==> src/rtl/bip2_core.sv <==
// Single-cycle Harvard accumulator processor: one instruction completes per rising edge.
// PC, ACC and the {Z, N} status flags are the only architectural state.
module bip2_core #(
    parameter int OPERAND_ADDRESS_WIDTH  = 11,
    parameter int INSTRUCTION_DATA_WIDTH = 16
) (
    input  logic                              clock_in,
    input  logic                              reset_in,
    input  logic [INSTRUCTION_DATA_WIDTH-1:0] instruction_in,
    input  logic [INSTRUCTION_DATA_WIDTH-1:0] data_in,
    output logic [OPERAND_ADDRESS_WIDTH-1:0]  instruction_address_out,
    output logic [OPERAND_ADDRESS_WIDTH-1:0]  data_address_out,
    output logic [INSTRUCTION_DATA_WIDTH-1:0] data_out,
    output logic                              data_wr_out
);

    localparam int OAW   = OPERAND_ADDRESS_WIDTH;
    localparam int IDW   = INSTRUCTION_DATA_WIDTH;
    localparam int OPC_W = IDW - OAW;

    localparam logic [OPC_W-1:0] OP_HLT  = OPC_W'(0);
    localparam logic [OPC_W-1:0] OP_STO  = OPC_W'(1);
    localparam logic [OPC_W-1:0] OP_LD   = OPC_W'(2);
    localparam logic [OPC_W-1:0] OP_LDI  = OPC_W'(3);
    localparam logic [OPC_W-1:0] OP_ADD  = OPC_W'(4);
    localparam logic [OPC_W-1:0] OP_ADDI = OPC_W'(5);
    localparam logic [OPC_W-1:0] OP_SUB  = OPC_W'(6);
    localparam logic [OPC_W-1:0] OP_SUBI = OPC_W'(7);
    localparam logic [OPC_W-1:0] OP_BEQ  = OPC_W'(8);
    localparam logic [OPC_W-1:0] OP_BNE  = OPC_W'(9);
    localparam logic [OPC_W-1:0] OP_BGT  = OPC_W'(10);
    localparam logic [OPC_W-1:0] OP_BGE  = OPC_W'(11);
    localparam logic [OPC_W-1:0] OP_BLT  = OPC_W'(12);
    localparam logic [OPC_W-1:0] OP_BLE  = OPC_W'(13);
    localparam logic [OPC_W-1:0] OP_JMP  = OPC_W'(14);

    logic        [OAW-1:0]   pc_q;
    logic signed [IDW-1:0]   acc_q;
    logic                    z_q;
    logic                    n_q;

    logic        [OAW-1:0]   pc_nxt;
    logic signed [IDW-1:0]   acc_nxt;
    logic                    z_nxt;
    logic                    n_nxt;

    logic        [OPC_W-1:0] opcode;
    logic        [OAW-1:0]   operand;
    logic signed [IDW-1:0]   imm;
    logic signed [IDW-1:0]   mem_val;
    logic signed [IDW-1:0]   alu_res;
    logic                    alu_op;

    function automatic logic signed [IDW-1:0] sign_extend(input logic [OAW-1:0] v);
        return {{(IDW - OAW){v[OAW-1]}}, v};
    endfunction

    // Branch conditions look only at the flags registered before this edge.
    function automatic logic branch_taken(input logic [OPC_W-1:0] op, input logic z,
                                          input logic n);
        logic taken;
        taken = 1'b0;
        case (op)
            OP_BEQ:  taken = z;
            OP_BNE:  taken = !z;
            OP_BGT:  taken = !z && !n;
            OP_BGE:  taken = !n;
            OP_BLT:  taken = n;
            OP_BLE:  taken = n || z;
            OP_JMP:  taken = 1'b1;
            default: taken = 1'b0;
        endcase
        return taken;
    endfunction

    assign opcode  = instruction_in[IDW-1:OAW];
    assign operand = instruction_in[OAW-1:0];
    assign imm     = sign_extend(operand);
    assign mem_val = signed'(data_in);

    assign instruction_address_out = pc_q;
    assign data_address_out        = operand;
    assign data_out                = acc_q;
    assign data_wr_out             = (opcode == OP_STO) && !reset_in;

    always_comb begin
        alu_res = acc_q;
        alu_op  = 1'b0;
        case (opcode)
            OP_ADD:  begin alu_res = acc_q + mem_val; alu_op = 1'b1; end
            OP_ADDI: begin alu_res = acc_q + imm;     alu_op = 1'b1; end
            OP_SUB:  begin alu_res = acc_q - mem_val; alu_op = 1'b1; end
            OP_SUBI: begin alu_res = acc_q - imm;     alu_op = 1'b1; end
            default: begin alu_res = acc_q;           alu_op = 1'b0; end
        endcase
    end

    always_comb begin
        pc_nxt  = pc_q + OAW'(1);
        acc_nxt = acc_q;
        z_nxt   = z_q;
        n_nxt   = n_q;
        case (opcode)
            OP_HLT: pc_nxt = pc_q;
            OP_LD:  acc_nxt = mem_val;
            OP_LDI: acc_nxt = imm;
            OP_ADD, OP_ADDI, OP_SUB, OP_SUBI: begin
                acc_nxt = alu_res;
                z_nxt   = (alu_res == '0);
                n_nxt   = alu_res[IDW-1];
            end
            OP_BEQ, OP_BNE, OP_BGT, OP_BGE, OP_BLT, OP_BLE, OP_JMP: begin
                if (branch_taken(opcode, z_q, n_q)) begin
                    pc_nxt = operand;
                end
            end
            default: ;
        endcase
        if (!alu_op) begin
            z_nxt = z_nxt;
        end
    end

    always_ff @(posedge clock_in) begin
        if (reset_in) begin
            pc_q  <= '0;
            acc_q <= '0;
            z_q   <= 1'b0;
            n_q   <= 1'b0;
        end else begin
            pc_q  <= pc_nxt;
            acc_q <= acc_nxt;
            z_q   <= z_nxt;
            n_q   <= n_nxt;
        end
    end

endmodule

==> config.mk <==
export PLATFORM = sky130hd
export DESIGN_NAME = bip2_core
export DESIGN_NICKNAME = d
export VERILOG_FILES = /design/src/rtl/bip2_core.sv
export SDC_FILE = /design/constraint.sdc
export NUM_CORES = 1
export LEC_CHECK = 0
export CAP_MARGIN = 40
export CORE_MARGIN = 8
export CORE_UTILIZATION = 45
export DETAILED_ROUTE_END_ITERATION = 12
export PLACE_DENSITY = 0.68
export SETUP_SLACK_MARGIN = 0.02
export SLEW_MARGIN = 10
export SYNTH_ARGS = -nofsm -noshare
export SYNTH_HDL_FRONTEND = slang
export SYNTH_SLANG_ARGS = --single-unit
==> constraint.sdc <==
create_clock -name clock_in -period 7.7 [get_ports clock_in]
set_input_delay 0.77 -clock clock_in [delete_from_list [all_inputs] [get_ports clock_in]]
set_output_delay 0.77 -clock clock_in [all_outputs]
set_load 0.01 [all_outputs]
==> reports/summary.txt, run 1 <==
Status: finished clean
Max Fclk: 201 MHz
Fin nets: 606
R2R cell count: 9
CP max FO: 36
Final period util: 64.7%
CP Class: in2reg
I/O Buffers: 72
WP data required: 7920 ps
P&R area growth vs syn: 23.0%
CTS Hold Bufs: 0
Netlist cell types: 68
Most common flop cell mapped by yosys: dfxtp_1
FILL cells: 732
Layout Skew: 8.71 ps
Die Wd: 104 um
Post-synthesis sequential area ratio: 16.8%
Setup ws final: 2720 ps
Antenna viol nets, final: 0
Post-Syn Area: 0.00345 mm^2
CTS tree: done
Pwr Total: 538 uW
Slew headroom: 44.5%
Pre-antenna DRT Iters: 4
Top-area cell type share of the netlist area: 16.8%
Hold Crit Start: instruction_address_out[10]$_SDFFE_PP0P_
Num CTS Buffers: 5
CP startpoint: instruction_in[15]
CP most frequent cell: nor2_1
Cells after Synth: 506
Vias: 3968
Commonest cells after routing, fill and taps aside: clkdlybuf4s50_1, a21oi_1, nand2_1
Worst r2r dst: z_q$_SDFFE_PP0N_
Final Critical Period: 4980 ps
Largest net degree at the start of global routing: 37
Share of cells above drive strength 1: 5.42%
Peak supply drop: 0.0691 mV
Initial Utilization: 45.6%
Final Util: 56.1%
Slew Viols, Final: 0
CTS HTree Levels: 2
# diodes: 0
RSZ-0062 raised after global routing: false
Ys async rst share: 0%
Clock transition at path regs: 70 ps
Worst min path class: reg2reg
Pre-CTS WS: 2470 ps
Number of synthesized flops with an enable pin: 0
Global-route wire length before repair: 19.5 mm
Post-route DRC: 0
Initial DRC count: 298
Resized Gates After CTS: 0
RD Place Congestion: 0.934
Hpwl dp: 8.91 mm
Cell area power density: 127 mW/mm^2
Area leader, netlist: dfxtp_1
Post-placement cell area: 0.00416 mm^2
Post-CTS Setup Inserts: 0
Total gr overflow: 0
Ys Warns: 0
CP startpoint kind: primary input
Register-to-register setup slack: 4810 ps
Grt met3 use: 3.66%
Hold-critical path depth: 2
Met1 Use GR: 29.3%
Clk buf depth: 2
Worst Tran Pin Value: 830 ps
Max stage delay on crit path: 690 ps
DR WL/cell: 18.1 um
Reg2reg start: data_out[1]$_SDFFE_PP0P_
Initial antenna violation count: 0
Combined area of the multi-input logic cells: 0.00262 mm^2
Clock Sinks: 29
Final WL: 11.9 mm
Core area: 0.00757 mm^2
Vias in the first global route: 3733
Avg Inst Size Synth: 6.81 um^2
CP Capture Type: register
Synth top area cells: dfxtp_1, a21oi_1, ha_1
Setup TNS: 0 ps
GR Util met2: 34.1%
Die area: 0.0107 mm^2
Row count: 32
Top Usage Layer GRT: met2
Seq. cell area: 581 um^2
Syn Nets: 560
Max_cap viols: 0
Crit path to: z_q$_SDFFE_PP0N_
# setup viols final: 0
Crit path cell chain: clkdlybuf4s50_1, nor2_1, nand2_1, buf_4, nor2_1, a21o_1, o21ai_0, ha_1, a211oi_2, a32oi_1, a311o_2, a311oi_2, xnor2_1, mux2_4, o31ai_2
Die Y-Extent: 104 um
Commonest non-fill, non-tap cell in the layout: clkdlybuf4s50_1
Final Instance Area: 0.00424 mm^2
Critical path data arrival time: 5200 ps
Cell at the slowest stage of the critical path: nor2_1
Yosys reg bits: 29
Vias per Instance: 6.06
Leakage: 1.60 nW
Clk root buf: clkbuf_8
I/O pin cnt: 73
Clock latency on the worst-skew pair: 290 ps
Overall Global Routing Usage: 21.7%
Final Hold Fails: 0
Yosys cell counts, drive strengths merged (7+ instances only):
cell    instances
a21o            8
clkbuf         26
dfxtp          29
nand2          56
buf            15
nor3           16
ha             19
inv            15
xnor2          19
and3           10
o21ai          32
a21oi          57
nand2b          7
a211oi         10
nor2           52
nor4            8
a31oi           9
nand3          13
nor2b          12
o22ai          11
layer usage:
| layer | vias up | share of wire [%] | wire length [um] |
|---|---|---|---|
| met2 | 134 | 46 | 5460 |
| met1 | 1875 | 46 | 5480 |
| met5 | - | 0 | 0 |
| met3 | 13 | 6.1 | 720 |
| met4 | 0 | 1.8 | 212 |
| li1 | 1946 | - | - |
critical path, delay by kind of cell:
kind            cells  cell delay (ps)
compound gates      7             1730
mux                 1              340
xor+xnor            1              260
buf+inv             2              710
fa+ha+maj           1              420
simple gates        3              970
state kept, by name, indices dropped and copies added (netlist names):
signal,flops
n_q,1
data_out,16
instruction_address_out,11
z_q,1
power breakdown:
part           internal, mW  total (mW)  leakage, nW  switching, mW
Sequential            0.160       0.170        0.237        0.00967
Combinational         0.107       0.239         1.32          0.132
Clock                0.0626       0.129       0.0450         0.0667
area by class of cell:
type,count,share of cell area (%)
Timing Repair Buffer,80,18.3
Multi-Input combinational cell,420,61.7
Sequential cell,29,13.7
Clock buffer,6,1.71
Inverter,16,1.42
Clock inverter,2,0.236
Tap cell,102,3.01
logic make-up (layout without fill, tap and decap cells):
kind of cell / after synthesis / count (layout) / share of synthesized area [%]
flops: 29 / 29 / 16.8
buf+inv: 57 / 104 / 7.48
mux: 7 / 7 / 2.18
compound gates: 168 / 168 / 31.2
fa+ha+maj: 21 / 21 / 7.77
xor+xnor: 23 / 23 / 5.84
simple gates: 201 / 201 / 28.7
how the worst min path moves through the flow:
stage | endpoint | slack, ps
2_1_floorplan | n_q$_SDFFE_PP0N_ | 490
3_3_place_gp | instruction_address_out[0]$_SDFFE_PP0P_ | 500
3_5_place_dp | instruction_address_out[0]$_SDFFE_PP0P_ | 490
4_1_cts | instruction_address_out[10]$_SDFFE_PP0P_ | 500
5_1_grt | data_out[0]$_SDFFE_PP0P_ | 540
6_report | instruction_address_out[10]$_SDFFE_PP0P_ | 500
through the flow:
step	hold slack (ps)	instances
after global placement	495	644
final	501	655
after floorplan	491	506
after detailed placement	492	647
after CTS	502	655
after global routing	542	655
(Power assumes the default switching activity.)
==> inputs of run 2 (changes only) <==
==> constraint.sdc (replaced) <==
create_clock -name clock_in -period 4.98 [get_ports clock_in]
set_input_delay 0.498 -clock clock_in [delete_from_list [all_inputs] [get_ports clock_in]]
set_output_delay 0.498 -clock clock_in [all_outputs]
set_load 0.01 [all_outputs]
==> reports/summary.txt, run 2 (synthesis results as in run 1) <==
Clk buf depth: 2
P&R area growth vs syn: 26.3%
Seq. cell area: 581 um^2
Clk pwr share: 24.2%
Largest net degree at the start of global routing: 34
Pre-antenna DRT Iters: 5
Antenna viol nets, final: 0
CP Capture Type: register
Setup TNS: 0 ps
CTS tree: done
Status: finished clean
Share of total power in sequential cells: 31.1%
RD Place Congestion: 0.949
Vias per Instance: 6.16
Combined area of the multi-input logic cells: 0.00262 mm^2
Post-CTS Setup Inserts: 0
Vias: 4121
Clk root buf: clkbuf_8
Initial Utilization: 45.6%
FILL cells: 725
Max stage delay on crit path: 530 ps
Gate power share: 44.7%
Layout Skew: 5.04 ps
Worst r2r dst: z_q$_SDFFE_PP0N_
Switch share: 39.0%
CP startpoint: data_in[5]
Num CTS Buffers: 5
Global-route wire length before repair: 19.6 mm
Register-to-register setup slack: 2020 ps
Max FFs per register: 16
Clock latency on the worst-skew pair: 300 ps
Initial antenna violation count: 0
Final Util: 57.5%
CTS Hold Bufs: 0
Peak supply drop: 0.0835 mV
Initial DRC count: 291
DR WL/cell: 18.2 um
Die Wd: 104 um
Total gr overflow: 0
Max_cap viols: 0
# setup viols final: 0
Die Y-Extent: 104 um
Crit path to: z_q$_SDFFE_PP0N_
Final period util: 88.2%
WP data required: 5200 ps
Final Hold Fails: 0
Clock transition at path regs: 70 ps
Hpwl dp: 9.21 mm
CP startpoint kind: primary input
Die area: 0.0107 mm^2
Psw: 330 uW
CP Class: in2reg
Crit path cell chain: clkdlybuf4s50_1, or3_1, or3_1, or3b_2, o21a_1, o221ai_1, ha_1, nand2_1, nand2b_1, a21oi_1, nor2b_1, a311oi_2, xnor2_1, mux2_4, o31ai_2
Fin nets: 620
I/O Buffers: 72
Core area: 0.00757 mm^2
Reg2reg start: data_out[1]$_SDFFE_PP0P_
CP most frequent cell: or3_1
Post-route DRC: 0
Int Power: 515 uW
Overall Global Routing Usage: 21.8%
Clock Sinks: 29
RSZ-0062 raised after global routing: false
Cell area power density: 194 mW/mm^2
Worst Tran Pin Value: 657 ps
Critical path data arrival time: 4610 ps
Final WL: 12.2 mm
Max Fclk: 228 MHz
Worst min path class: reg2reg
Row count: 32
Resized Gates After CTS: 0
Commonest non-fill, non-tap cell in the layout: clkdlybuf4s50_1
R2R cell count: 9
CTS HTree Levels: 2
Commonest cells after routing, fill and taps aside: clkdlybuf4s50_1, a21oi_1, nand2_1
Slew Viols, Final: 0
Vias in the first global route: 3897
Final Critical Period: 4390 ps
Pwr Total: 845 uW
Slew headroom: 56.1%
CP max FO: 6
Cell at the slowest stage of the critical path: or3b_2
# diodes: 0
Leakage: 1.67 nW
I/O pin cnt: 73
Share of cells above drive strength 1: 7.94%
[run 2: cell count changes in the layout (fill, tap and decap cells not counted), sizes merged]
cell      before  now
clkinvlp       0    1
buf            8   22
clkbuf         6    5
[run 2: power by group through the flow]
stage / Clock [mW] / Sequential, mW / Combinational (mW)
after global placement: 0 / 0.268 / 0.367
after CTS: 0.208 / 0.263 / 0.374
final: 0.204 / 0.263 / 0.378
after floorplan: 0 / 0.272 / 0.228
after detailed placement: 0 / 0.268 / 0.372
after global routing: 0.219 / 0.265 / 0.412
[run 2: metal layers]
| metal | share of wire (%) | GRT usage [%] | up-vias |
|---|---|---|---|
| met5 | 0 | 0 | - |
| met4 | 2.9 | 9.23 | 0 |
| met3 | 7.3 | 4.03 | 31 |
| met2 | 47 | 35.8 | 194 |
| met1 | 43 | 27.3 | 1921 |
| li1 | - | - | 1975 |
[run 2: layout make-up]
class,count,area share (%)
Inverter,16,1.38
Timing Repair Buffer,94,20.3
Clock buffer,5,1.58
Multi-Input combinational cell,420,60.1
Sequential cell,29,13.3
Clock inverter,3,0.402
Tap cell,102,2.93
[run 2: metrics by stage]
stage,std cells,setup WS [ps],cell area (um^2),hold slack (ps)
6_report,669,589,4350,509
5_1_grt,669,344,4350,539
4_1_cts,669,630,4350,503
3_5_place_dp,661,344,4270,487
3_3_place_gp,660,409,4260,494
2_1_floorplan,506,929,3450,491
[run 2: critical path: cells and delay by family]
family	cells	cell delay (ps)
mux	1	340
buf+inv	1	500
fa+ha+maj	1	320
xor+xnor	1	260
compound gates	5	1020
simple gates	6	1660
[run 2: worst min path at each step]
stage / start / endpoint / slack, ps / depth (start not counted)
6_report: instruction_address_out[10]$_SDFFE_PP0P_ / instruction_address_out[10]$_SDFFE_PP0P_ / 510 / 2
5_1_grt: instruction_address_out[0]$_SDFFE_PP0P_ / instruction_address_out[0]$_SDFFE_PP0P_ / 540 / 2
4_1_cts: instruction_address_out[10]$_SDFFE_PP0P_ / instruction_address_out[10]$_SDFFE_PP0P_ / 500 / 2
3_5_place_dp: instruction_address_out[10]$_SDFFE_PP0P_ / instruction_address_out[10]$_SDFFE_PP0P_ / 490 / 2
3_3_place_gp: data_out[0]$_SDFFE_PP0P_ / data_out[0]$_SDFFE_PP0P_ / 490 / 2
2_1_floorplan: n_q$_SDFFE_PP0N_ / n_q$_SDFFE_PP0N_ / 490 / 2
